File: src/rtl/chunk_fetch_sequencer.sv
// Turns chunk-looper commands into DRAM line fetches and masked cache writes,
// reusing a one-entry line buffer across commands that share a DRAM address.
module chunk_fetch_sequencer #(
   parameter  int GBW   = 32,
   parameter  int VSIZE = 32,
   parameter  int CSIZE = 1024,
   parameter  int DW    = 16,
   localparam int C_BW  = $clog2(CSIZE),
   localparam int V_BW1 = $clog2(VSIZE + 1)
) (
   input  logic                  i_clk,
   input  logic                  i_rst,
   input  logic                  cmd_rdy,
   output logic                  cmd_ack,
   input  logic [1:0]            i_cmd_type,
   input  logic                  i_cmd_islast,
   input  logic [GBW-1:0]        i_cmd_addr,
   input  logic [C_BW-1:0]       i_cmd_addrofs,
   input  logic [V_BW1-1:0]      i_cmd_len,
   output logic                  dramra_rdy,
   input  logic                  dramra_ack,
   output logic [GBW-1:0]        o_dramra_addr,
   input  logic                  dramrd_rdy,
   output logic                  dramrd_ack,
   input  logic [VSIZE*DW-1:0]   i_dramrd,
   output logic                  sramwr_rdy,
   input  logic                  sramwr_ack,
   output logic [C_BW-1:0]       o_sramwr_addrofs,
   output logic [VSIZE-1:0]      o_sramwr_mask,
   output logic [VSIZE*DW-1:0]   o_sramwr_data
);

   typedef enum logic [1:0] {S_IDLE, S_REQ, S_RESP, S_WRITE} state_t;

   state_t                state_q, state_d;
   logic [VSIZE*DW-1:0]   buf_data_q, buf_data_d;
   logic [GBW-1:0]        buf_addr_q, buf_addr_d;
   logic                  buf_valid_q, buf_valid_d;
   logic                  rst_q;
   logic                  hold;
   logic                  is_skip;
   logic                  hit;

   function automatic logic [VSIZE-1:0] len_mask(input logic [V_BW1-1:0] len);
      logic [VSIZE-1:0] m;
      for (int i = 0; i < VSIZE; i++) begin
         m[i] = (i < int'(len));
      end
      return m;
   endfunction

   // Handshake outputs stay quiet during reset and the cycle after it.
   assign hold    = i_rst | rst_q;
   assign is_skip = i_cmd_type[1] | (i_cmd_len == '0);
   assign hit     = buf_valid_q & (buf_addr_q == i_cmd_addr);

   always_comb begin
      state_d     = state_q;
      buf_data_d  = buf_data_q;
      buf_addr_d  = buf_addr_q;
      buf_valid_d = buf_valid_q;
      cmd_ack     = 1'b0;
      dramra_rdy  = 1'b0;
      dramrd_ack  = 1'b0;
      sramwr_rdy  = 1'b0;
      if (!hold) begin
         case (state_q)
            S_IDLE: begin
               if (cmd_rdy) begin
                  if (is_skip) begin
                     cmd_ack = 1'b1;
                  end else if (i_cmd_type[0] || hit) begin
                     state_d = S_WRITE;
                  end else begin
                     state_d = S_REQ;
                  end
               end
            end
            S_REQ: begin
               dramra_rdy = 1'b1;
               if (dramra_ack) state_d = S_RESP;
            end
            S_RESP: begin
               dramrd_ack = dramrd_rdy;
               if (dramrd_rdy) begin
                  buf_data_d  = i_dramrd;
                  buf_addr_d  = i_cmd_addr;
                  buf_valid_d = 1'b1;
                  state_d     = S_WRITE;
               end
            end
            S_WRITE: begin
               sramwr_rdy = 1'b1;
               if (sramwr_ack) begin
                  cmd_ack = 1'b1;
                  state_d = S_IDLE;
                  // Last user of this DRAM line releases the buffer.
                  if (i_cmd_type == 2'd0 && i_cmd_islast) buf_valid_d = 1'b0;
               end
            end
            default: state_d = S_IDLE;
         endcase
      end
   end

   assign o_dramra_addr    = i_cmd_addr;
   assign o_sramwr_addrofs = i_cmd_addrofs;
   assign o_sramwr_mask    = len_mask(i_cmd_len);
   assign o_sramwr_data    = i_cmd_type[0] ? '0 : buf_data_q;

   always_ff @(posedge i_clk) begin
      rst_q <= i_rst;
      if (i_rst) begin
         state_q     <= S_IDLE;
         buf_data_q  <= '0;
         buf_addr_q  <= '0;
         buf_valid_q <= 1'b0;
      end else begin
         state_q     <= state_d;
         buf_data_q  <= buf_data_d;
         buf_addr_q  <= buf_addr_d;
         buf_valid_q <= buf_valid_d;
      end
   end

endmodule

File: config.mk
export PLATFORM = sky130hd
export DESIGN_NAME = chunk_fetch_sequencer
export DESIGN_NICKNAME = d
export VERILOG_FILES = /design/src/rtl/chunk_fetch_sequencer.sv
export SDC_FILE = /design/constraint.sdc
export NUM_CORES = 1
export LEC_CHECK = 0
export CAP_MARGIN = 30
export CORE_AREA = 10 10 437 439
export CTS_CLUSTER_SIZE = 8
export DETAILED_ROUTE_END_ITERATION = 6
export DIE_AREA = 0 0 447 449
export SYNTH_ARGS = -nofsm -noshare
export SYNTH_HDL_FRONTEND = slang
export SYNTH_SLANG_ARGS = --single-unit
File: constraint.sdc
create_clock -name i_clk -period 5.4 [get_ports i_clk]
set_clock_uncertainty 0.1 [all_clocks]
set_input_delay 0.54 -clock i_clk [delete_from_list [all_inputs] [get_ports i_clk]]
set_output_delay 0.54 -clock i_clk [all_outputs]
set_load 0.03 [all_outputs]
**After elaboration in Yosys (flattened, before gate mapping)**

Index checks and enable logic that the tools add are counted.

- $lt $le $gt $ge: 32
- Equality and inequality tests: 10
- Multiplexer cells: 23
- Bitwise logic cells: 4
- Reductions and logical operators: 9

Operators with widths:

| kind | count |
|---|---|
| $mux 512 | 1 |
| $lt 5x6->1 const A | 16 |
| $lt 4x6->1 const A | 8 |
| $eq 32x32->1 | 1 |
| $lt 3x6->1 const A | 4 |
| $mux 1 | 13 |
| $lt 1x6->1 const A | 2 |
| $lt 2x6->1 const A | 2 |
| $mux 2 | 6 |
| $ne 2x2->1 const B | 6 |
| $pmux 2 s4 | 1 |
| $logic_not 6->1 | 1 |
| $reduce_and 6->1 | 1 |
| $reduce_and 5->1 | 1 |
| $eq 2x2->1 const B | 2 |
| $logic_not 2->1 | 2 |
| $pmux 1 s2 | 2 |
| $reduce_and 3->1 | 1 |
| $eq 2x1->1 const B | 1 |
| $or 1x1->1 | 2 |
| $reduce_bool 2->1 | 1 |
| $and 1x1->1 | 1 |
| $logic_and 1x1->1 | 1 |
| $logic_or 1x1->1 | 1 |
| $not 1->1 | 1 |

- Flip-flop bits (word level): 548
- Input port bits: 569

**Logic depth before layout (Yosys ltp)**

- Depth in word-level cells: 7
- Mapped depth: 9
- Gate-level depth less buffers: 7

**Worst setup path before layout**

No wires, ideal clock.

- Kind: input -> output
- Start point: in i_cmd_len[5]
- End point: out cmd_ack
- Data arrival time: 2.107 ns
- Setup slack: 2.653 ns
- Stages: 4
- Path through: nor4_2 a21o_1 a32oi_1 nor4_1

- Cells in the longest elaborated chain, start to end: 6

RTL lines:

| what | RTL line | RTL |
|---|---|---|
| start, declared | 19 | `input logic [V_BW1-1:0] i_cmd_len,` |
| $logic_not 6->1 | 54 | `assign is_skip = i_cmd_type[1] \| (i_cmd_len == '0);` |
| $or 1x1->1 | 54 |  |
| $mux 1 | 70 | `if (is_skip) begin` |
| $mux 1 | 69 | `if (cmd_rdy) begin` |
| $pmux 1 s2 | 67 | `case (state_q)` |
| $mux 1 | 66 | `if (!hold) begin` |
| end, declared | 14 | `output logic cmd_ack,` |

No other way between the ends.

**Worst setup path in the final report**

Same ends and word-level chain as after synthesis.

==> reports/metrics.csv <==
metric,value,unit
Post-Syn Area,0.0231,mm2
post-route standard cell area excluding fillers,0.0390,mm2
signed area change from the synthesized netlist to the final layout,69.3,%
Pleak,12.6,nW
worst rel slew slack,31.6,%
max-capacitance violation count,0,
R2R Path End,buf_data_q[188]$_SDFFE_PP0P_,
sequential share of the synthesized area,47.6,%
number of placed cells counting well taps,6381,
number of distinct library cells after synthesis,30,
number of CTS-inserted buffers,82,
Final Hold Viols,0,
antenna violations before repair,24,
length in cells of the worst reg-to-reg path,7,
Max rail drop VDD,221,uV
wire length of the first global-routing pass,209,mm
number of detailed-route iterations in the first pass,6,
via density per instance,3.83,
proportion of netlist area held by the largest area contributor,47.6,%
detailed-route DRC error count,0,
final worst hold slack,0.261,ns
instance area after placement,0.0366,mm2
Worst Max-Slew Pin Slew,1.03,ns
CP arrival,3.39,ns
total of hold buffers inserted after clock tree synthesis,0,
power per unit of standard cell area,255,mW/mm2
required time at the endpoint of the critical path,4.76,ns
proportion of layout cells with a drive suffix above 1,3.20,%
via total after detailed routing,24900,
"Net count, final",4654,
clock-pin slew of the registers on the worst-case setup and hold paths,0.05,ns
Max Buffers Root-to-Sink,3,
number of buffers inserted by port buffering,1138,
ordered list of cells on the worst path,clkdlybuf4s50_1 > nor4_2 > a21o_1 > a32oi_1 > nor4_1 > clkdlybuf4s50_1,
critical path capture point type,output port,
biggest area consumer among synthesized cells,sky130_fd_sc_hd__dfxtp_1,
top post-synthesis cells by area,"sky130_fd_sc_hd__dfxtp_1 (48%), sky130_fd_sc_hd__nand2_1 (18%), sky130_fd_sc_hd__nor2b_1 (14%)",
total count of max-transition violations in the final report,0,
Place WS,1.48,ns
detailed router's first-iteration violation count,2100,
switching power share of the total,25.0,%
post-CTS repair timing setup buffer count,0,
Sink Count,548,
DP HPWL,126,mm
TritonCTS clock tree,built,
total buffers and inverters traversed by the critical path,2,
global-route congestion overflow total,0,
Most Frequent Cell on Critical Path,sky130_fd_sc_hd__clkdlybuf4s50_1,
Setup WS post-layout,1.37,ns
total negative setup slack,0,ns
sequential cell fraction of total power,41.0,%
instance count on the critical path,6,
area of the placeable core,0.182,mm2
Clock Tree Root,sky130_fd_sc_hd__clkbuf_16,
portion of total power attributed to the clock network,50.4,%
Skew-Pair Late Insertion Delay,0.69,ns
logic gate share of total power,8.7,%
maximum number of pins on one net before global-route repair,185,
origin of the worst setup path,i_cmd_len[5],
post-cts repair resize count,0,
net switching power of the design,2.48,mW
critical path start-end classification,in2out,
H-Tree Depth,3,
RSZ-0062 raised after global routing,false,
final worst-path cycle share,74.6,%
filler-free cell count of the finished design,6494,
maximum fanout along the worst path,7,
Mapped Avg Cell Area,7.41,um2
Critical Path Start Type,input port,
routability-driven placement congestion ratio,0.978,
floorplan die height,449,um
outcome,"complete, no violations",
number of synthesized register bits,548,
number of nets in the synthesized netlist,3687,
number of setup violations in the final report,0,
stage delay of the slowest cell on the critical path,0.78,ns
synthesized instance count,3113,
master of the slowest instance on the critical path,sky130_fd_sc_hd__clkdlybuf4s50_1,
number of rows in the core area,157,
I/O Pins,1159,
width of the chip,447,um
setup slack of the worst register-to-register path,2.49,ns
total die area,0.201,mm2
last element of the critical path,cmd_ack,
min-delay worst type,in2reg,
Final Core Density,21.4,%
"commonest non-fill, non-tap cell in the layout",sky130_fd_sc_hd__clkdlybuf4s50_1,
initial cell density of the core,12.7,%
Overall Global Routing Usage,14.8,%
"delay-heaviest family, CP",buffers and inverters,
DR WL/cell,24.2,um
most used cells in the layout excluding fill and tap cells,"sky130_fd_sc_hd__clkdlybuf4s50_1 (1,136), sky130_fd_sc_hd__nand2_1 (1,105), sky130_fd_sc_hd__a21oi_1 (553)",
Ys Warns,0,
clock period minus worst slack,4.03,ns
DRT antenna net count,0,
via count of the first global-routing pass,24200,
sum of routed wire length over all layers,157,mm
cell internal pwr,7.47,mW
Fmax,0.248,GHz
startpoint of the worst-slack reg-to-reg timing path,state_q[0]$_SDFFE_PP0P_,
Total Power Consumption,9.95,mW
==> synthesized netlist by cell type <==
cell type                  number
sky130_fd_sc_hd__a32oi_1        1
sky130_fd_sc_hd__o22ai_1        2
sky130_fd_sc_hd__a211o_1        1
sky130_fd_sc_hd__buf_2         13
sky130_fd_sc_hd__ha_1           5
sky130_fd_sc_hd__o221ai_1       1
sky130_fd_sc_hd__nor4b_1        1
sky130_fd_sc_hd__nor2b_1      512
sky130_fd_sc_hd__clkinv_1       2
sky130_fd_sc_hd__a21o_1         2
sky130_fd_sc_hd__nand3_1        3
sky130_fd_sc_hd__mux2i_1        1
sky130_fd_sc_hd__nand2b_1       1
sky130_fd_sc_hd__inv_1         15
sky130_fd_sc_hd__or4_1          1
sky130_fd_sc_hd__nand2_1     1105
sky130_fd_sc_hd__nor4_2         1
sky130_fd_sc_hd__buf_1         13
sky130_fd_sc_hd__nand4_1        3
sky130_fd_sc_hd__nor4_1         9
sky130_fd_sc_hd__nor2_1        11
sky130_fd_sc_hd__nor3_1         6
sky130_fd_sc_hd__dfxtp_1      548
sky130_fd_sc_hd__a21oi_1      553
sky130_fd_sc_hd__buf_4         43
sky130_fd_sc_hd__xor2_1        29
sky130_fd_sc_hd__clkbuf_1     215
sky130_fd_sc_hd__o21ai_0       12
sky130_fd_sc_hd__xnor2_1        3
sky130_fd_sc_hd__a211oi_1       1
==> how the worst min path moves through the flow <==
stage | start | end | slack (ns) | cells past startpoint
final | i_rst | rst_q$_DFF_P_ | 0.26 | 1
after global routing | i_dramrd[415] | buf_data_q[415]$_SDFFE_PP0P_ | 0.24 | 3
after CTS | i_dramrd[413] | buf_data_q[413]$_SDFFE_PP0P_ | 0.19 | 3
after detailed placement | buf_data_q[180]$_SDFFE_PP0P_ | buf_data_q[180]$_SDFFE_PP0P_ | 0.34 | 2
after global placement | buf_data_q[332]$_SDFFE_PP0P_ | buf_data_q[332]$_SDFFE_PP0P_ | 0.34 | 2
after floorplan | buf_data_q[0]$_SDFFE_PP0P_ | buf_data_q[0]$_SDFFE_PP0P_ | 0.33 | 2
==> power by group through the flow <==
stage	sequential (mW)	clock (mW)	combinational, mW
5_1_grt	4.07	5.33	0.909
6_report	4.08	5.01	0.865
3_3_place_gp	4.16	0	0.863
2_1_floorplan	4.15	0	0.279
3_5_place_dp	4.16	0	0.861
4_1_cts	4.07	5.19	0.868
==> kinds of logic (layout without fill, tap and decap cells) <==
kind of cell               after synthesis  after routing  synth area share, %
and+or+nand+nor                       1653           1653                 32.7
buffers and inverters                  301           1288                 5.67
other                                    0              9                    0
adders and majority gates                5              5                0.271
AOI/OAI and AO/OA                      573            573                 12.5
DFF                                    548            548                 47.6
xor gates and xnor gates                32             32                 1.22
muxes                                    1              1               0.0434
==> cell type report <==
class | count | area, um2
antenna | 9 | 22.5
clock buffer | 93 | 2140
clock inverter | 11 | 267
fill | 20200 | 143000
inverter | 17 | 71.3
multi-input combinational | 2264 | 10800
sequential | 548 | 11000
tap | 2385 | 2980
timing repair buffer | 1167 | 11800
==> per-layer routing <==
layer / vias to the layer above / wire length (um) / global-route usage (%)
li1: 11700 / - / -
met1: 11900 / 60100 / 17.0
met2: 1055 / 75000 / 24.7
met3: 175 / 16600 / 6.13
met4: 2 / 5380 / 5.16
met5: - / 13 / 0
==> registers in the layout, indices dropped and copies added (netlist names) <==
name	flops
buf_addr_q	32
state_q	2
buf_valid_q	1
buf_data_q	512
rst_q	1
Power figures use the tool's default switching activity.
